==> src/rtl/pipelined_instruction_decoder.sv <==
// RV32I/RV64I decode stage: combinational decode of the fetched word, written
// into a small FIFO of control bundles so fetch and execute stall independently.
module pipelined_instruction_decoder #(
  parameter int unsigned XLEN  = 32,
  parameter int unsigned DEPTH = 2,
  parameter int unsigned TAG_W = 4
) (
  input  logic                     clk,
  input  logic                     rst,
  input  logic                     flush,
  input  logic                     in_valid,
  output logic                     in_ready,
  input  logic [31:0]              in_ir,
  input  logic [XLEN-1:0]          in_pc,
  output logic                     out_valid,
  input  logic                     out_ready,
  output logic [XLEN-1:0]          out_pc,
  output logic [TAG_W-1:0]         out_tag,
  output logic [4:0]               out_alu_op,
  output logic [XLEN-1:0]          out_imm,
  output logic [2:0]               out_fmt,
  output logic [1:0]               out_wb_type,
  output logic [1:0]               out_rd_status,
  output logic [1:0]               out_wr_status,
  output logic [4:0]               out_rd,
  output logic [4:0]               out_rs1,
  output logic [4:0]               out_rs2,
  output logic                     out_use_rs1,
  output logic                     out_use_rs2,
  output logic                     out_load_signed,
  output logic                     out_pc_a,
  output logic                     out_branch,
  output logic                     out_illegal,
  output logic [$clog2(DEPTH):0]   count
);

  localparam int unsigned PTR_W = $clog2(DEPTH);
  localparam int unsigned CNT_W = PTR_W + 1;

  localparam logic [4:0] IADD = 5'd0,  ISUB = 5'd1,  ISLL = 5'd2,  ISLT = 5'd3,
                         ISLTU = 5'd4, IXOR = 5'd5,  ISRL = 5'd6,  ISRA = 5'd7,
                         IOR = 5'd8,   IAND = 5'd9,  IPAS = 5'd10, IEQ = 5'd11,
                         INE = 5'd12,  ILT = 5'd13,  IGE = 5'd14,  ILTU = 5'd15,
                         IGEU = 5'd16;
  localparam logic [2:0] FT_R = 3'd0, FT_I = 3'd1, FT_S = 3'd2, FT_B = 3'd3,
                         FT_U = 3'd4, FT_J = 3'd5, FT_NONE = 3'd6;
  localparam logic [1:0] WB_NORMAL = 2'd0, WB_LOAD = 2'd1, WB_JAL = 2'd2;
  localparam logic [1:0] DM_NONE = 2'd0, DM_BYTE = 2'd1, DM_HWORD = 2'd2, DM_WORD = 2'd3;

  localparam logic [6:0] OPC_LUI = 7'b0110111, OPC_AUIPC = 7'b0010111,
                         OPC_JAL = 7'b1101111, OPC_JALR = 7'b1100111,
                         OPC_BR = 7'b1100011,  OPC_LOAD = 7'b0000011,
                         OPC_STORE = 7'b0100011, OPC_OPIMM = 7'b0010011,
                         OPC_OP = 7'b0110011,  OPC_FENCE = 7'b0001111,
                         OPC_SYSTEM = 7'b1110011;

  typedef struct packed {
    logic [XLEN-1:0]  pc;
    logic [TAG_W-1:0] tag;
    logic [4:0]       alu_op;
    logic [XLEN-1:0]  imm;
    logic [2:0]       fmt;
    logic [1:0]       wb_type;
    logic [1:0]       rd_status;
    logic [1:0]       wr_status;
    logic [4:0]       rd;
    logic [4:0]       rs1;
    logic [4:0]       rs2;
    logic             use_rs1;
    logic             use_rs2;
    logic             load_signed;
    logic             pc_a;
    logic             branch;
    logic             illegal;
  } bundle_t;

  logic [6:0]       opcode;
  logic [2:0]       f3;
  logic [6:0]       f7;
  logic [6:0]       sh_f7;
  logic             ill;
  logic [31:0]      imm32;
  bundle_t          dec;

  bundle_t          mem [DEPTH];
  bundle_t          last_q;
  bundle_t          head_b;
  logic [PTR_W-1:0] head_q, tail_q;
  logic [CNT_W-1:0] cnt_q;
  logic [TAG_W-1:0] tag_q;
  logic             push, pop;

  assign opcode = in_ir[6:0];
  assign f3     = in_ir[14:12];
  assign f7     = in_ir[31:25];

  // RV64 shift amounts are six bits wide, so IR[25] belongs to shamt there
  always_comb begin
    sh_f7 = f7;
    if (XLEN == 64) sh_f7[0] = 1'b0;
  end

  // Decode of the word at the FIFO input
  always_comb begin
    dec         = '0;
    ill         = 1'b0;
    imm32       = '0;
    dec.pc      = in_pc;
    dec.tag     = tag_q;
    dec.alu_op  = IADD;
    dec.fmt     = FT_NONE;
    dec.rd      = in_ir[11:7];
    dec.rs1     = in_ir[19:15];
    dec.rs2     = in_ir[24:20];
    case (opcode)
      OPC_LUI: begin
        dec.fmt    = FT_U;
        dec.alu_op = IPAS;
      end
      OPC_AUIPC: begin
        dec.fmt  = FT_U;
        dec.pc_a = 1'b1;
      end
      OPC_JAL: begin
        dec.fmt     = FT_J;
        dec.pc_a    = 1'b1;
        dec.branch  = 1'b1;
        dec.wb_type = WB_JAL;
      end
      OPC_JALR: begin
        dec.fmt     = FT_I;
        dec.branch  = 1'b1;
        dec.wb_type = WB_JAL;
      end
      OPC_BR: begin
        dec.fmt    = FT_B;
        dec.branch = 1'b1;
        case (f3)
          3'b000:  dec.alu_op = IEQ;
          3'b001:  dec.alu_op = INE;
          3'b100:  dec.alu_op = ILT;
          3'b101:  dec.alu_op = IGE;
          3'b110:  dec.alu_op = ILTU;
          3'b111:  dec.alu_op = IGEU;
          default: ill = 1'b1;
        endcase
      end
      OPC_LOAD: begin
        dec.fmt         = FT_I;
        dec.wb_type     = WB_LOAD;
        dec.load_signed = ~f3[2];
        case (f3)
          3'b000, 3'b100: dec.rd_status = DM_BYTE;
          3'b001, 3'b101: dec.rd_status = DM_HWORD;
          3'b010, 3'b110: dec.rd_status = DM_WORD;
          default:        ill = 1'b1;
        endcase
      end
      OPC_STORE: begin
        dec.fmt = FT_S;
        case (f3)
          3'b000:  dec.wr_status = DM_BYTE;
          3'b001:  dec.wr_status = DM_HWORD;
          3'b010:  dec.wr_status = DM_WORD;
          default: ill = 1'b1;
        endcase
      end
      OPC_OPIMM: begin
        dec.fmt = FT_I;
        case (f3)
          3'b000: dec.alu_op = IADD;
          3'b010: dec.alu_op = ISLT;
          3'b011: dec.alu_op = ISLTU;
          3'b100: dec.alu_op = IXOR;
          3'b110: dec.alu_op = IOR;
          3'b111: dec.alu_op = IAND;
          3'b001: begin
            if (sh_f7 == 7'b0000000) dec.alu_op = ISLL;
            else                     ill = 1'b1;
          end
          default: begin
            if (sh_f7 == 7'b0000000)      dec.alu_op = ISRL;
            else if (sh_f7 == 7'b0100000) dec.alu_op = ISRA;
            else                          ill = 1'b1;
          end
        endcase
      end
      OPC_OP: begin
        dec.fmt = FT_R;
        if (f7 == 7'b0000000) begin
          case (f3)
            3'b000:  dec.alu_op = IADD;
            3'b001:  dec.alu_op = ISLL;
            3'b010:  dec.alu_op = ISLT;
            3'b011:  dec.alu_op = ISLTU;
            3'b100:  dec.alu_op = IXOR;
            3'b101:  dec.alu_op = ISRL;
            3'b110:  dec.alu_op = IOR;
            default: dec.alu_op = IAND;
          endcase
        end else if (f7 == 7'b0100000 && f3 == 3'b000) begin
          dec.alu_op = ISUB;
        end else if (f7 == 7'b0100000 && f3 == 3'b101) begin
          dec.alu_op = ISRA;
        end else begin
          ill = 1'b1;
        end
      end
      OPC_FENCE, OPC_SYSTEM: dec.fmt = FT_NONE;
      default: ill = 1'b1;
    endcase

    // Undecodable words collapse to a harmless bundle flagged illegal
    if (ill) begin
      dec.fmt         = FT_NONE;
      dec.alu_op      = IADD;
      dec.wb_type     = WB_NORMAL;
      dec.rd_status   = DM_NONE;
      dec.wr_status   = DM_NONE;
      dec.load_signed = 1'b0;
      dec.pc_a        = 1'b0;
      dec.branch      = 1'b0;
      dec.illegal     = 1'b1;
    end

    if (dec.fmt == FT_S || dec.fmt == FT_B || dec.fmt == FT_NONE) dec.rd = 5'd0;
    dec.use_rs1 = (dec.fmt == FT_R) || (dec.fmt == FT_I) || (dec.fmt == FT_S) || (dec.fmt == FT_B);
    dec.use_rs2 = (dec.fmt == FT_R) || (dec.fmt == FT_S) || (dec.fmt == FT_B);

    case (dec.fmt)
      FT_I:    imm32 = {{20{in_ir[31]}}, in_ir[31:20]};
      FT_S:    imm32 = {{20{in_ir[31]}}, in_ir[31:25], in_ir[11:7]};
      FT_B:    imm32 = {{19{in_ir[31]}}, in_ir[31], in_ir[7], in_ir[30:25], in_ir[11:8], 1'b0};
      FT_U:    imm32 = {in_ir[31:12], 12'h000};
      FT_J:    imm32 = {{11{in_ir[31]}}, in_ir[31], in_ir[19:12], in_ir[20], in_ir[30:21], 1'b0};
      default: imm32 = 32'h0;
    endcase
    dec.imm = XLEN'($signed(imm32));
  end

  assign in_ready  = (cnt_q < CNT_W'(DEPTH)) && !flush;
  assign out_valid = (cnt_q != '0);
  assign push      = in_valid && in_ready;
  assign pop       = out_valid && out_ready && !flush;
  assign count     = cnt_q;

  // Bundle storage carries no reset; validity lives in cnt_q
  always_ff @(posedge clk) begin
    if (push) mem[tail_q] <= dec;
  end

  always_ff @(posedge clk or posedge rst) begin
    if (rst) begin
      head_q     <= '0;
      tail_q     <= '0;
      cnt_q      <= '0;
      tag_q      <= '0;
      last_q     <= '0;
      last_q.fmt <= FT_NONE;
    end else begin
      if (push) tag_q <= tag_q + TAG_W'(1);
      if (flush) begin
        head_q <= '0;
        tail_q <= '0;
        cnt_q  <= '0;
      end else begin
        if (push) tail_q <= tail_q + PTR_W'(1);
        if (pop) begin
          head_q <= head_q + PTR_W'(1);
          last_q <= mem[head_q];
        end
        cnt_q <= cnt_q + CNT_W'(push) - CNT_W'(pop);
      end
    end
  end

  // An empty FIFO keeps presenting the most recently consumed bundle
  assign head_b = out_valid ? mem[head_q] : last_q;

  assign out_pc          = head_b.pc;
  assign out_tag         = head_b.tag;
  assign out_alu_op      = head_b.alu_op;
  assign out_imm         = head_b.imm;
  assign out_fmt         = head_b.fmt;
  assign out_wb_type     = head_b.wb_type;
  assign out_rd_status   = head_b.rd_status;
  assign out_wr_status   = head_b.wr_status;
  assign out_rd          = head_b.rd;
  assign out_rs1         = head_b.rs1;
  assign out_rs2         = head_b.rs2;
  assign out_use_rs1     = head_b.use_rs1;
  assign out_use_rs2     = head_b.use_rs2;
  assign out_load_signed = head_b.load_signed;
  assign out_pc_a        = head_b.pc_a;
  assign out_branch      = head_b.branch;
  assign out_illegal     = head_b.illegal;

endmodule

==> config.mk <==
export PLATFORM = sky130hd
export DESIGN_NAME = pipelined_instruction_decoder
export DESIGN_NICKNAME = d
export VERILOG_FILES = /design/src/rtl/pipelined_instruction_decoder.sv
export SDC_FILE = /design/constraint.sdc
export NUM_CORES = 1
export LEC_CHECK = 0
export BUFFER_PORTS_ARGS = -buffer_cell sky130_fd_sc_hd__buf_4
export CAP_MARGIN = 20
export CORE_MARGIN = 1.5
export CORE_UTILIZATION = 60
export DETAILED_ROUTE_END_ITERATION = 6
export GPL_ROUTABILITY_DRIVEN = 0
export PLACE_DENSITY = 0.81
export SYNTH_ARGS = -nofsm -noshare
export SYNTH_HDL_FRONTEND = slang
export SYNTH_SLANG_ARGS = --single-unit
==> constraint.sdc <==
create_clock -name clk -period 16.9 [get_ports clk]
set_input_delay 5.07 -clock clk [delete_from_list [all_inputs] [get_ports clk]]
set_output_delay 5.07 -clock clk [all_outputs]
set_load 0.005 [all_outputs]
==> impl_metrics.json <==
{
  "htree_num_levels": 2,
  "fp.dieW_um": 154.0,
  "ys_ff_latch": 317,
  "tritoncts": "done",
  "global_route.usage.met2_pct": 42.36,
  "post_cts.resized_instances": 0,
  "drc": 0,
  "synth_cells": 1165,
  "fin_tns_setup_ps": 0,
  "nets": 1383,
  "synth-async-reset-ratio_pct": 35.02,
  "worst_ep_required_time_ps": 11830,
  "most-common-layout-cells": "230 x nor2_1, 212 x a21oi_1, 206 x edfxtp_1",
  "period_minus_slack_ps": 10530,
  "placement.setup.worst_slack_ps": 6397,
  "clkTransAtPathRegs_ps": 60,
  "drive_gt1_share_pct": 19.16,
  "reg2reg_slack_ps": 12880,
  "worstHoldPathCells": 0,
  "wire_length_of_the_first_global_routing_pass_mm": 46.49,
  "mostFrequentLayoutCell": "nor2_1",
  "drt-pass1-iter-count": 6,
  "timing.slew.headroom_pct": 26.36,
  "port_buffers": 175,
  "clock.fmax_ghz": 0.09501,
  "initial_core_utilization_pct": 60.78,
  "result_of_the_run": "completed",
  "final.period_utilization_pct": 62.28,
  "final.setup_skew_ps": 13.02,
  "post_cts_setup_buffers": 0,
  "post_synth.cell_area_avg_um2": 11.74,
  "grt.busiest_layer": "met2",
  "vias": 9407,
  "global_route.usage.total_pct": 25.06,
  "die_height_um": 154.0,
  "rsz0062_at_grt": "false",
  "totalPowerFinal_mw": 2.578,
  "ys_types": 57,
  "grt_pass1_vias": 8999,
  "max_slew_violation_count": 0,
  "clock_latency_ps": 500,
  "timing_worst_slew_pin_value_ps": 1105,
  "floorplan.core_area_um2": 22500,
  "hold_buffers": 0,
  "grt.met1_usage_pct": 32.77,
  "ctsLongestPathBuffers": 3,
  "yosys_warnings": 0,
  "first_iter_violations": 698,
  "power.density_nw_per_um2": 159.1,
  "synth-seq-area-share_pct": 65.56,
  "worstPathMaxFanout": 7,
  "dp_hpwl_mm": 18.59,
  "grt.overflow.total": 0,
  "synth_area_um2": 13680,
  "r2r_cells": 9,
  "critical_path_arrival_ps": 5460,
  "postRouteWirelength_mm": 29.89,
  "endpoints_failing_hold": 0,
  "vias_per_cell": 5.821,
  "worst_path_class_setup": "input pin to primary output",
  "drtAntennaViolNets": 0,
  "n_antenna_cell": 0,
  "holdCritPathClass": "register to register",
  "die-area_um2": 23710,
  "static-leakage-power_nw": 6.017,
  "max-vdd-ir-drop_mv": 0.07731,
  "timing.max_cap.violations": 0,
  "gr-usage-met3_pct": 5.073,
  "timing.final.setup_violations": 0,
  "cts-buffers-inserted": 34,
  "placementRows": 55,
  "grt_max_degree": 121,
  "timing.final.ws_setup_ps": 6374,
  "area.growth.synth_to_final_pct": 18.47,
  "start_kind": "input pin",
  "design.portCount": 176,
  "mapped_nets": 1243,
  "postSynth.topFlopCell": "edfxtp_1",
  "route.detailed.wl_per_inst_um": 18.50,
  "count_of_flip_flops_with_a_built_in_enable_after_synthesis": 206,
  "critical_path.endpoint_type": "primary output",
  "clkSinkCount": 317,
  "root_buffer": "clkbuf_16",
  "number_of_antenna_violations_at_the_first_check_in_global_routing": 0
}
-- metal layers --
layer	up-vias	part of all wire (%)
li1	4480	-
met1	4565	41
met2	312	50
met3	50	6.5
met4	0	2.1
met5	-	0
-- flip-flops by register name, indices dropped and copies added, names as in the netlist --
name	flops
last_q	103
tail_q	1
mem	206
tag_q	4
head_q	1
count	2
-- critical path, cell delays in order --
cell and delay (ps):
buf_4 150, nor2_1 120, buf_4 120
-- logic make-up (layout without fill, tap and decap cells) --
kind of cell | count (synthesis) | in the layout | share of synthesized area [%]
xor+xnor | 7 | 7 | 0.4483
mux | 107 | 107 | 7.849
buf+inv | 91 | 257 | 2.937
compound gates | 275 | 275 | 10.80
fa+ha+maj | 9 | 9 | 0.8234
flops | 317 | 317 | 65.56
simple gates | 359 | 359 | 11.58
-- synthesized netlist by cell type (9+ instances only) --
cell type	instances	share of area, %
o21ai_0	28	1.0
buf_2	34	1.2
ha_1	9	0.82
nor2_1	232	6.4
nor4_1	11	0.50
nand2_1	48	1.3
mux2i_1	105	7.7
edfxtp_1	206	45
a21oi_1	212	7.8
inv_1	9	0.25
clkbuf_1	38	1.0
nor3_1	24	0.88
dfrtp_1	109	20
-- stage by stage --
| step | instance area (µm²) | hold WS, ps | instances | utilization, % |
|---|---|---|---|---|
| after floorplan | 13680 | 457.8 | 1165 | - |
| after global placement | 15070 | 468.8 | 1552 | 66.98 |
| after detailed placement | 15070 | 493.4 | 1552 | 66.98 |
| after CTS | 16150 | 503.6 | 1614 | 71.76 |
| after global routing | 16200 | 515.8 | 1616 | 72.00 |
| final | 16200 | 497.3 | 1616 | 72.00 |
-- final timing paths --
check,to,from
max reg2reg,last_q[37]$_DFFE_PP0P_,count[1]$_DFF_PP0_
min in group asynchronous,last_q[72]$_DFFE_PP0P_,rst
min,mem[1][70]$_DFFE_PP_,tag_q[3]$_DFFE_PP0P_
max in group asynchronous,last_q[28]$_DFFE_PP1P_,rst
max,in_ready,flush
min reg2reg,mem[1][70]$_DFFE_PP_,tag_q[3]$_DFFE_PP0P_
-- report_power, final --
| part | leakage (nW) | internal, mW | switching [mW] |
|---|---|---|---|
| logic | 2.27 | 0.382 | 0.405 |
| clock network | 0.535 | 0.416 | 0.284 |
| registers | 3.21 | 0.995 | 0.0961 |
-- cell type report --
| cell class | count | area, µm² |
|---|---|---|
| Clock buffer | 48 | 1007 |
| Sequential cell | 317 | 8970 |
| Fill cell | 1570 | 6300 |
| Inverter | 9 | 36.28 |
| Clock inverter | 14 | 67.56 |
| Tap cell | 285 | 356.6 |
| Timing Repair Buffer | 186 | 1436 |
| Multi-Input combinational cell | 757 | 4329 |
Note: power is estimated with default switching activity, not from simulation.
